**src/rtl/multicycle_ctrl_if.sv**
```systemverilog
// Control bundle between the multicycle controller and its datapath.
//   Datapath -> controller: run, opcode, branch_taken, mem_ready
//   Controller -> datapath: pc_we, ir_we, rf_we, mem_re, mem_we, pc_sel,
//                           wb_sel, alu_a_sel, alu_b_sel, alu_op,
//                           state, illegal, instret
// The master modport is the controller side, and the slave modport is the
// datapath side.
interface multicycle_ctrl_if;
    logic        run;
    logic [6:0]  opcode;
    logic        branch_taken;
    logic        mem_ready;

    logic        pc_we;
    logic        ir_we;
    logic        rf_we;
    logic        mem_re;
    logic        mem_we;
    logic [1:0]  pc_sel;
    logic [1:0]  wb_sel;
    logic [1:0]  alu_a_sel;
    logic        alu_b_sel;
    logic [1:0]  alu_op;
    logic [2:0]  state;
    logic        illegal;
    logic [31:0] instret;

    modport master (
        input  run, opcode, branch_taken, mem_ready,
        output pc_we, ir_we, rf_we, mem_re, mem_we,
               pc_sel, wb_sel, alu_a_sel, alu_b_sel, alu_op,
               state, illegal, instret
    );

    modport slave (
        output run, opcode, branch_taken, mem_ready,
        input  pc_we, ir_we, rf_we, mem_re, mem_we,
               pc_sel, wb_sel, alu_a_sel, alu_b_sel, alu_op,
               state, illegal, instret
    );
endinterface

```
**src/rtl/multicycle_ctrl.sv**
```systemverilog
// Multicycle RV32I-style control FSM: FETCH -> DECODE -> EXEC -> [MEM] -> [WB].
// Ports:
//   clk   - rising-edge clock
//   reset - asynchronous active-high reset
//   bus   - multicycle_ctrl_if.master (handshake inputs, strobes, selects,
//           state, sticky illegal flag, retired-instruction counter)
// Strobes and selects decode from the current state, the latched opcode class
// and the live handshake inputs. This lets ir_we and the memory-completion
// pc_we follow mem_ready in the same cycle.
module multicycle_ctrl (
    input  logic               clk,
    input  logic               reset,
    multicycle_ctrl_if.master  bus
);
    typedef enum logic [2:0] {
        S_FETCH  = 3'd0,
        S_DECODE = 3'd1,
        S_EXEC   = 3'd2,
        S_MEM    = 3'd3,
        S_WB     = 3'd4,
        S_TRAP   = 3'd5
    } state_t;

    typedef enum logic [3:0] {
        C_OP, C_OP_IMM, C_LUI, C_AUIPC, C_LOAD, C_STORE,
        C_BRANCH, C_JAL, C_JALR, C_FENCE, C_BAD
    } class_t;

    state_t      state_q;
    class_t      class_q;
    class_t      decoded_class;
    logic        illegal_q;
    logic [31:0] instret_q;

    logic        pc_we, ir_we, rf_we, mem_re, mem_we, alu_b_sel;
    logic [1:0]  pc_sel, wb_sel, alu_a_sel, alu_op;

    function automatic class_t decode_class(input logic [6:0] opc);
        case (opc)
            7'b0110011: return C_OP;
            7'b0010011: return C_OP_IMM;
            7'b0110111: return C_LUI;
            7'b0010111: return C_AUIPC;
            7'b0000011: return C_LOAD;
            7'b0100011: return C_STORE;
            7'b1100011: return C_BRANCH;
            7'b1101111: return C_JAL;
            7'b1100111: return C_JALR;
            7'b0001111: return C_FENCE;
            default:    return C_BAD;
        endcase
    endfunction

    assign decoded_class = decode_class(bus.opcode);

    // Output decode. Reset gates this decode directly, so strobes fall as
    // soon as reset rises, without waiting for the state register.
    always_comb begin
        // NOTE: every output gets a default before the case statement.
        // Without this, a path that leaves one unassigned infers a latch.
        pc_we     = 1'b0;
        ir_we     = 1'b0;
        rf_we     = 1'b0;
        mem_re    = 1'b0;
        mem_we    = 1'b0;
        pc_sel    = 2'd0;
        wb_sel    = 2'd0;
        alu_a_sel = 2'd0;
        alu_b_sel = 1'b0;
        alu_op    = 2'd0;
        if (!reset) begin
            case (state_q)
                S_FETCH: begin
                    if (bus.run) begin
                        mem_re = 1'b1;
                        ir_we  = bus.mem_ready;
                    end
                end
                S_EXEC: begin
                    case (class_q)
                        C_OP:     alu_op = 2'd1;
                        C_OP_IMM: begin alu_b_sel = 1'b1; alu_op = 2'd1; end
                        C_LUI:    begin alu_a_sel = 2'd2; alu_b_sel = 1'b1; end
                        C_AUIPC,
                        C_JAL:    begin alu_a_sel = 2'd1; alu_b_sel = 1'b1; end
                        C_BRANCH: begin
                            alu_op = 2'd2;
                            pc_we  = 1'b1;
                            pc_sel = bus.branch_taken ? 2'd1 : 2'd0;
                        end
                        C_FENCE:  pc_we = 1'b1;
                        default:  alu_b_sel = 1'b1;   // LOAD, STORE, JALR
                    endcase
                end
                S_MEM: begin
                    if (class_q == C_STORE) begin
                        mem_we = 1'b1;
                        pc_we  = bus.mem_ready;
                    end else begin
                        mem_re = 1'b1;
                    end
                end
                S_WB: begin
                    rf_we = 1'b1;
                    pc_we = 1'b1;
                    case (class_q)
                        C_LOAD:  wb_sel = 2'd1;
                        C_JAL:   begin wb_sel = 2'd2; pc_sel = 2'd1; end
                        C_JALR:  begin wb_sel = 2'd2; pc_sel = 2'd2; end
                        default: ;
                    endcase
                end
                default: ;   // DECODE and TRAP drive nothing
            endcase
        end
    end

    // NOTE: all sequential state uses non-blocking assignments. Every register
    // then samples pre-edge values, no matter the order of the statements.
    always_ff @(posedge clk or posedge reset) begin
        if (reset) begin
            state_q   <= S_FETCH;
            class_q   <= C_OP;
            illegal_q <= 1'b0;
            instret_q <= 32'd0;
        end else begin
            // pc_we is never high in TRAP, so a trapped core cannot retire.
            if (pc_we)
                instret_q <= instret_q + 32'd1;
            case (state_q)
                S_FETCH:
                    if (bus.run && bus.mem_ready)
                        state_q <= S_DECODE;
                S_DECODE: begin
                    class_q <= decoded_class;
                    if (decoded_class == C_BAD) begin
                        state_q   <= S_TRAP;
                        illegal_q <= 1'b1;
                    end else begin
                        state_q <= S_EXEC;
                    end
                end
                S_EXEC:
                    case (class_q)
                        C_BRANCH, C_FENCE: state_q <= S_FETCH;
                        C_LOAD, C_STORE:   state_q <= S_MEM;
                        default:           state_q <= S_WB;
                    endcase
                S_MEM:
                    if (bus.mem_ready)
                        state_q <= (class_q == C_STORE) ? S_FETCH : S_WB;
                S_WB:    state_q <= S_FETCH;
                S_TRAP:  state_q <= S_TRAP;
                default: state_q <= S_FETCH;   // unused codes 6 and 7
            endcase
        end
    end

    assign bus.pc_we     = pc_we;
    assign bus.ir_we     = ir_we;
    assign bus.rf_we     = rf_we;
    assign bus.mem_re    = mem_re;
    assign bus.mem_we    = mem_we;
    assign bus.pc_sel    = pc_sel;
    assign bus.wb_sel    = wb_sel;
    assign bus.alu_a_sel = alu_a_sel;
    assign bus.alu_b_sel = alu_b_sel;
    assign bus.alu_op    = alu_op;
    assign bus.state     = state_q;
    assign bus.illegal   = illegal_q;
    assign bus.instret   = instret_q;
endmodule
```
**src/flat_wrapper.sv**
```systemverilog
// flat-port wrapper written by rule: the top's interface ports become plain ports
module multicycle_ctrl_flat 
  (clk, reset, bus_run, bus_opcode, bus_branch_taken, bus_mem_ready, bus_pc_we, bus_ir_we, bus_rf_we, bus_mem_re, bus_mem_we, bus_pc_sel, bus_wb_sel, bus_alu_a_sel, bus_alu_b_sel, bus_alu_op, bus_state, bus_illegal, bus_instret);
  multicycle_ctrl_if bus_i ();
  input  logic clk;
  input  logic reset;
  input wire logic [$bits(bus_i.run)-1:0] bus_run;
  input wire logic [$bits(bus_i.opcode)-1:0] bus_opcode;
  input wire logic [$bits(bus_i.branch_taken)-1:0] bus_branch_taken;
  input wire logic [$bits(bus_i.mem_ready)-1:0] bus_mem_ready;
  output wire logic [$bits(bus_i.pc_we)-1:0] bus_pc_we;
  output wire logic [$bits(bus_i.ir_we)-1:0] bus_ir_we;
  output wire logic [$bits(bus_i.rf_we)-1:0] bus_rf_we;
  output wire logic [$bits(bus_i.mem_re)-1:0] bus_mem_re;
  output wire logic [$bits(bus_i.mem_we)-1:0] bus_mem_we;
  output wire logic [$bits(bus_i.pc_sel)-1:0] bus_pc_sel;
  output wire logic [$bits(bus_i.wb_sel)-1:0] bus_wb_sel;
  output wire logic [$bits(bus_i.alu_a_sel)-1:0] bus_alu_a_sel;
  output wire logic [$bits(bus_i.alu_b_sel)-1:0] bus_alu_b_sel;
  output wire logic [$bits(bus_i.alu_op)-1:0] bus_alu_op;
  output wire logic [$bits(bus_i.state)-1:0] bus_state;
  output wire logic [$bits(bus_i.illegal)-1:0] bus_illegal;
  output wire logic [$bits(bus_i.instret)-1:0] bus_instret;
  assign bus_i.run = bus_run;
  assign bus_i.opcode = bus_opcode;
  assign bus_i.branch_taken = bus_branch_taken;
  assign bus_i.mem_ready = bus_mem_ready;
  assign bus_pc_we = bus_i.pc_we;
  assign bus_ir_we = bus_i.ir_we;
  assign bus_rf_we = bus_i.rf_we;
  assign bus_mem_re = bus_i.mem_re;
  assign bus_mem_we = bus_i.mem_we;
  assign bus_pc_sel = bus_i.pc_sel;
  assign bus_wb_sel = bus_i.wb_sel;
  assign bus_alu_a_sel = bus_i.alu_a_sel;
  assign bus_alu_b_sel = bus_i.alu_b_sel;
  assign bus_alu_op = bus_i.alu_op;
  assign bus_state = bus_i.state;
  assign bus_illegal = bus_i.illegal;
  assign bus_instret = bus_i.instret;
  multicycle_ctrl u_core (.clk(clk), .reset(reset), .bus(bus_i));
endmodule
```
**config.mk**
```make
export PLATFORM = sky130hd
export DESIGN_NAME = multicycle_ctrl_flat
export DESIGN_NICKNAME = d
export VERILOG_FILES = /design/src/rtl/multicycle_ctrl_if.sv /design/src/rtl/multicycle_ctrl.sv /design/src/flat_wrapper.sv
export SDC_FILE = /design/constraint.sdc
export NUM_CORES = 1
export LEC_CHECK = 0
export CAP_MARGIN = 0
export CORE_ASPECT_RATIO = 1.1
export CORE_MARGIN = 4
export CORE_UTILIZATION = 49
export DETAILED_ROUTE_END_ITERATION = 6
export PLACE_DENSITY = 0.86
export SLEW_MARGIN = 15
export SYNTH_ARGS = -nofsm -noshare
export SYNTH_HDL_FRONTEND = slang
export SYNTH_SLANG_ARGS = --single-unit
```
**constraint.sdc**
```tcl
create_clock -name clk -period 2.5 [get_ports clk]
set_input_delay 0.375 -clock clk [delete_from_list [all_inputs] [get_ports clk]]
set_output_delay 0.375 -clock clk [all_outputs]
set_load 0.05 [all_outputs]
```
# After elaboration in Yosys (flattened, before gate mapping)

Index checks and enable logic that the tools add are counted.

Bits in registers: 40
Bits in latches: 0
Bits in writable memories: 0
Memory bits (read-only): 0
Input bits: 12
Output and inout port bits: 50
Logic and storage cells: 83
Memories kept: 0

$add $sub $neg: 1
$mul: 0
Divide/modulo/power cells: 0
Order comparisons: 0
Equal/unequal tests: 27
Shift operators: 0
Mux-type cells: 40
Bitwise logic cells: 0
Reduce and logical (&&, ||, !) cells: 11

Operator list:

| kind                  | number |
|---|---|
| $pmux 4 s10           | 1 |
| $add 32x1->32 const B | 1 |
| $eq 7x6->1 const B    | 3 |
| $eq 7x7->1 const B    | 3 |
| $pmux 2 s2            | 5 |
| $mux 1                | 18 |
| $eq 4x3->1 const B    | 4 |
| $mux 2                | 8 |
| $pmux 3 s5            | 1 |
| $eq 7x5->1 const B    | 2 |
| $eq 4x4->1 const B    | 3 |
| $mux 3                | 4 |
| $reduce_or 2->1       | 5 |
| $eq 4x2->1 const B    | 2 |
| $eq 7x2->1 const B    | 1 |
| $eq 7x4->1 const B    | 1 |
| $eq 3x2->1 const B    | 2 |
| $eq 3x3->1 const B    | 2 |
| $pmux 3 s2            | 1 |
| $eq 4x1->1 const B    | 1 |
| $logic_not 4->1       | 1 |
| $reduce_and 2->1      | 2 |
| $eq 3x1->1 const B    | 1 |
| $logic_not 3->1       | 1 |
| other kinds (6)       | 6 |

# Depth between registers and ports, before layout

Depth in word-level cells: 5
Gate-level depth with buffers: 7
Mapped depth without buffers: 6

# Worst setup path before layout

No wires, ideal clock.

Path kind: register -> output
Start: register u_core.state_q[0], in the netlist u_core.bus.state[0]
End: output port bus_alu_op[0]
Data arrival time: 2.581 ns
Required time: 2.125 ns
Slack: -0.456 ns
Stages on the path, launching flop included: 5
Path buffers: 1
Path through: dfrtp_1 > clkbuf_1 > nor2_1 > nand2_1 > nor4_1

Cells in the longest elaborated chain, start to end: 3

RTL lines:

| what                   | RTL line               | RTL |
|---|---|---|
| from (decl)            | multicycle_ctrl.sv:29  | `state_t state_q;` |
| from (signal assigned) | multicycle_ctrl.sv:151 | `state_q <= (class_q == C_STORE) ? S_FETCH : S_WB;` |
| $eq 3x2->1             | multicycle_ctrl.sv:72  | `case (state_q)` |
| $mux 2                 | multicycle_ctrl.sv:72  |  |
| $mux 2                 | multicycle_ctrl.sv:71  | `if (!reset) begin` |
| to (decl)              | flat_wrapper.sv:20     | `output wire logic [$bits(bus_i.alu_op)-1:0] bus_alu_op;` |

No other way between the ends.

# Worst setup path in the final report

Start: register u_core.class_q[0]
End: register u_core.instret_q[13], in the netlist u_core.bus.instret[13]

Cells in the longest elaborated chain, start to end: 5
Elaborated cells between the ends (all ways): 8
Those cells by class: 3 x eq/ne; 4 x mux; 1 x reduce/logical

RTL lines:

| what                                     | RTL line               | RTL |
|---|---|---|
| from (decl)                              | multicycle_ctrl.sv:30  | `class_t class_q;` |
| from (signal assigned)                   | multicycle_ctrl.sv:135 | `class_q <= decoded_class;` |
| $eq 4x3->1 or $eq 4x4->1 (tied branches) | multicycle_ctrl.sv:80  | `case (class_q)` |
| $reduce_or 2->1 (no source line)         | --                     |  |
| $mux 1                                   | multicycle_ctrl.sv:80  |  |
| $pmux 1 s3 (*)                           | multicycle_ctrl.sv:72  |  |
| $mux 1 (*)                               | multicycle_ctrl.sv:71  |  |
| to (signal assigned)                     | multicycle_ctrl.sv:129 | `instret_q <= instret_q + 32'd1;` |
| to (decl)                                | multicycle_ctrl.sv:33  | `logic [31:0] instret_q;` |

Every way passes the cells marked *; elsewhere a longest branch is shown, timed or not.
A chain may end at the register's enable or synchronous reset.

==> flow_summary.yaml <==
status:
  status: "complete, no violations"
global_route:
  grt_use_total_pct: 20.35
  grt-ovfl-total: 0
  grt_max_degree: 23
  grt_antenna_before_repair: 0
  grt_first_pass_wirelength_um: 9535
  grt_pass1_vias: 2093
final_layout:
  fin_area_um2: 3282
  multiInputGateArea_um2: 1257
  final_cells: 372
  num-nets-final: 329
  area_delta_synth_final_pct: 41.17
  ff_latch_area_um2: 1002
  fillerInstances: 348
  diodes: 0
  drive_above_1_share_pct: 16.77
worst_setup_path:
  worst_path_largest_cell_delay_ps: 810
  cp-start-kind: "flip-flop"
  critPathCapture: "u_core.bus.instret[13]"
  cp_num_buf_inv: 0
  startpoint: "u_core.class_q[0]"
  cp_top_family: "compound AO/OA/AOI/OAI gates"
  worst-path-stages: 5
  cp.required_ps: 2660
  endpoint_kind: "flip-flop"
  r2r_end: "u_core.bus.instret[13]"
  critPathMaxFanout: 22
  timing.rr.start: "u_core.class_q[0]"
  cp_slowest_cell: "o21ai_2"
  r2r_cells: 5
  rrSetupSlack_ps: 100
  crit_arrival_ps: 2560
  cp_cell_sequence: "and4bb_2 -> o211a_1 -> o21ai_2 -> nor3_1 -> xor2_1"
  crit_type: "reg2reg"
sta:
  fin_skew_ps: 9.845
  max_freq_ghz: 0.4164
  drv_slew: 0
  hold_viol: 0
  tightest_slew_ps: 1021
  slew_headroom_pct: 31.90
  fin_crit_sh_pct: 96.07
  min_period_ps: 2402
  holdWs_ps: 497.7
  finalSetupViolations: 0
  rsz0062_at_grt: "true"
  finalSetupTns_ps: 0
floorplanning:
  io_pins: 62
  initial_core_util_pct: 50.33
  dieArea_um2: 5912
  die_w_um: 73.68
  fp-row-count: 26
  die_h_um: 80.24
  core_area_um2: 4619
synthesis:
  synthTopCellsByCount: "dfrtp_1, nor2_1, nor3_1, xor2_1, nand2_1"
  synth_warnings: 0
  synth_edf_count: 0
  yosys_register_bits: 40
  synth_top_area_share_pct: 43.06
  ys.flop_type: "dfrtp_1"
  netlist_instances: 250
  syn_area_per_cell_um2: 9.299
  syn_area_um2: 2325
  synth_cell_types: 45
  async_reset_ff_share_pct: 100.0
  yosys-top-cells-area: "dfrtp_1, xor2_1, nor4_2"
  ys_seq_area_share_pct: 43.06
  synth_area_leader_cell: "dfrtp_1"
  syn_nets: 263
  yosysMostFrequentCell: "dfrtp_1"
routing:
  vias: 2098
  routed_via_density: 5.640
  drc_errors: 0
  drt-initial-drc-count: 76
  drt_pre_antenna_iters: 5
  drt-total-wl_um: 5766
  avgRoutedWirePerCell_um: 15.50
  ant_nets: 0
placed_design:
  placement.io_buffers: 61
  placed_cell_area_um2: 3203
  place_inst: 365
  globalplace.congestion: 0.8439
  hpwl_um: 4315
power_and_ir_drop:
  p_leak_nw: 1.326
  ir_worst_vdd_mv: 0.4624
  powerDensity_nw_per_um2: 613.8
  finalPower_w: 0.002014
clock_network:
  path_clk_slew_ps: 80
  cts_hold_buf: 0
  cts.path.max_buffers: 2
  cts_buffers: 5
  worstSkewPairLatency_ps: 300
  h-tree-depth: 2
  post-cts-setup-buffers: 0
  cts.sinks: 40
  root_buffer: "clkbuf_8"
  cts_resized: 0
  cts_tree: "built"
worst_hold_path:
  hold_class: "reg2reg"
flow_run:
  max_cap_viol_count: 0
state kept, by name, indices dropped and copies added (netlist names):
name                flops
u_core.class_q          4
u_core.bus.illegal      1
u_core.bus.state        3
u_core.bus.instret     32
stage by stage:
stage          worst slack (ps)  utilization [%]
6_report                  98.31            71.05
2_1_floorplan             78.97                -
3_5_place_dp              96.92            69.34
3_3_place_gp              148.0            69.34
5_1_grt                  -33.57            71.05
4_1_cts                   91.41            71.02
layer usage:
layer	routed length, µm	part of all wire, %	vias to the layer above	GRT usage (%)
li1	-	-	1008	-
met1	2434	42	1023	26.69
met2	2958	51	56	32.18
met3	245	4.2	11	4.881
met4	128	2.2	0	7.790
met5	0	0	-	0
area by class of cell:
cell class	count	share of cell area, %
sequential	40	30.54
multi-input combinational	184	38.32
timing repair buffer	70	24.93
tap	56	2.135
inverter	15	1.716
clock buffer	6	2.211
clock inverter	1	0.1525
layout by cell type, fill, tap and decap left out, drive strengths merged, types with 2 or more instances in the layout:
master and n:
xor2 21, nor3 21, and2 2, o21ai 7, nor2b 2, clkdlybuf4s50 47, nand3 13, o22ai 2
a31oi 5, and4bb 2, buf 23, clkbuf 6, nand2b 4, xnor2 11, inv 15, nor4 15
o21a 2, nand2 20, nand4 6, nor2 22, or3 2, and3 3, a21oi 7, dfrtp 40
a21o 2
worst min-delay path by stage:
stage               cells past startpoint                     end  slack [ps]                    from
floorplan                               2       u_core.class_q[0]         550           bus_opcode[4]
global placement                        1      u_core.bus.illegal         470      u_core.bus.illegal
detailed placement                      1      u_core.bus.illegal         490      u_core.bus.illegal
CTS                                     1  u_core.bus.instret[16]         500  u_core.bus.instret[16]
global route                            1      u_core.bus.illegal         510      u_core.bus.illegal
finish                                  1  u_core.bus.instret[16]         500  u_core.bus.instret[16]
cells by family (layout without fill, tap and decap cells):
kind of cell    count (synthesis)  count (layout)  synth area share [%]
simple gates                  115             115                 28.20
flops                          40              40                 43.06
compound gates                 35              35                 10.93
xor+xnor                       32              32                 12.06
buf+inv                        26              92                 4.736
fa+ha+maj                       1               1                0.5381
mux                             1               1                0.4844
power breakdown:
part	switching [W]	internal [W]
Clock	0.000212	0.000190
Combinational	0.000481	0.000297
Sequential	0.000111	0.000723
Total	0.000805	0.00121
(Power assumes the default switching activity.)
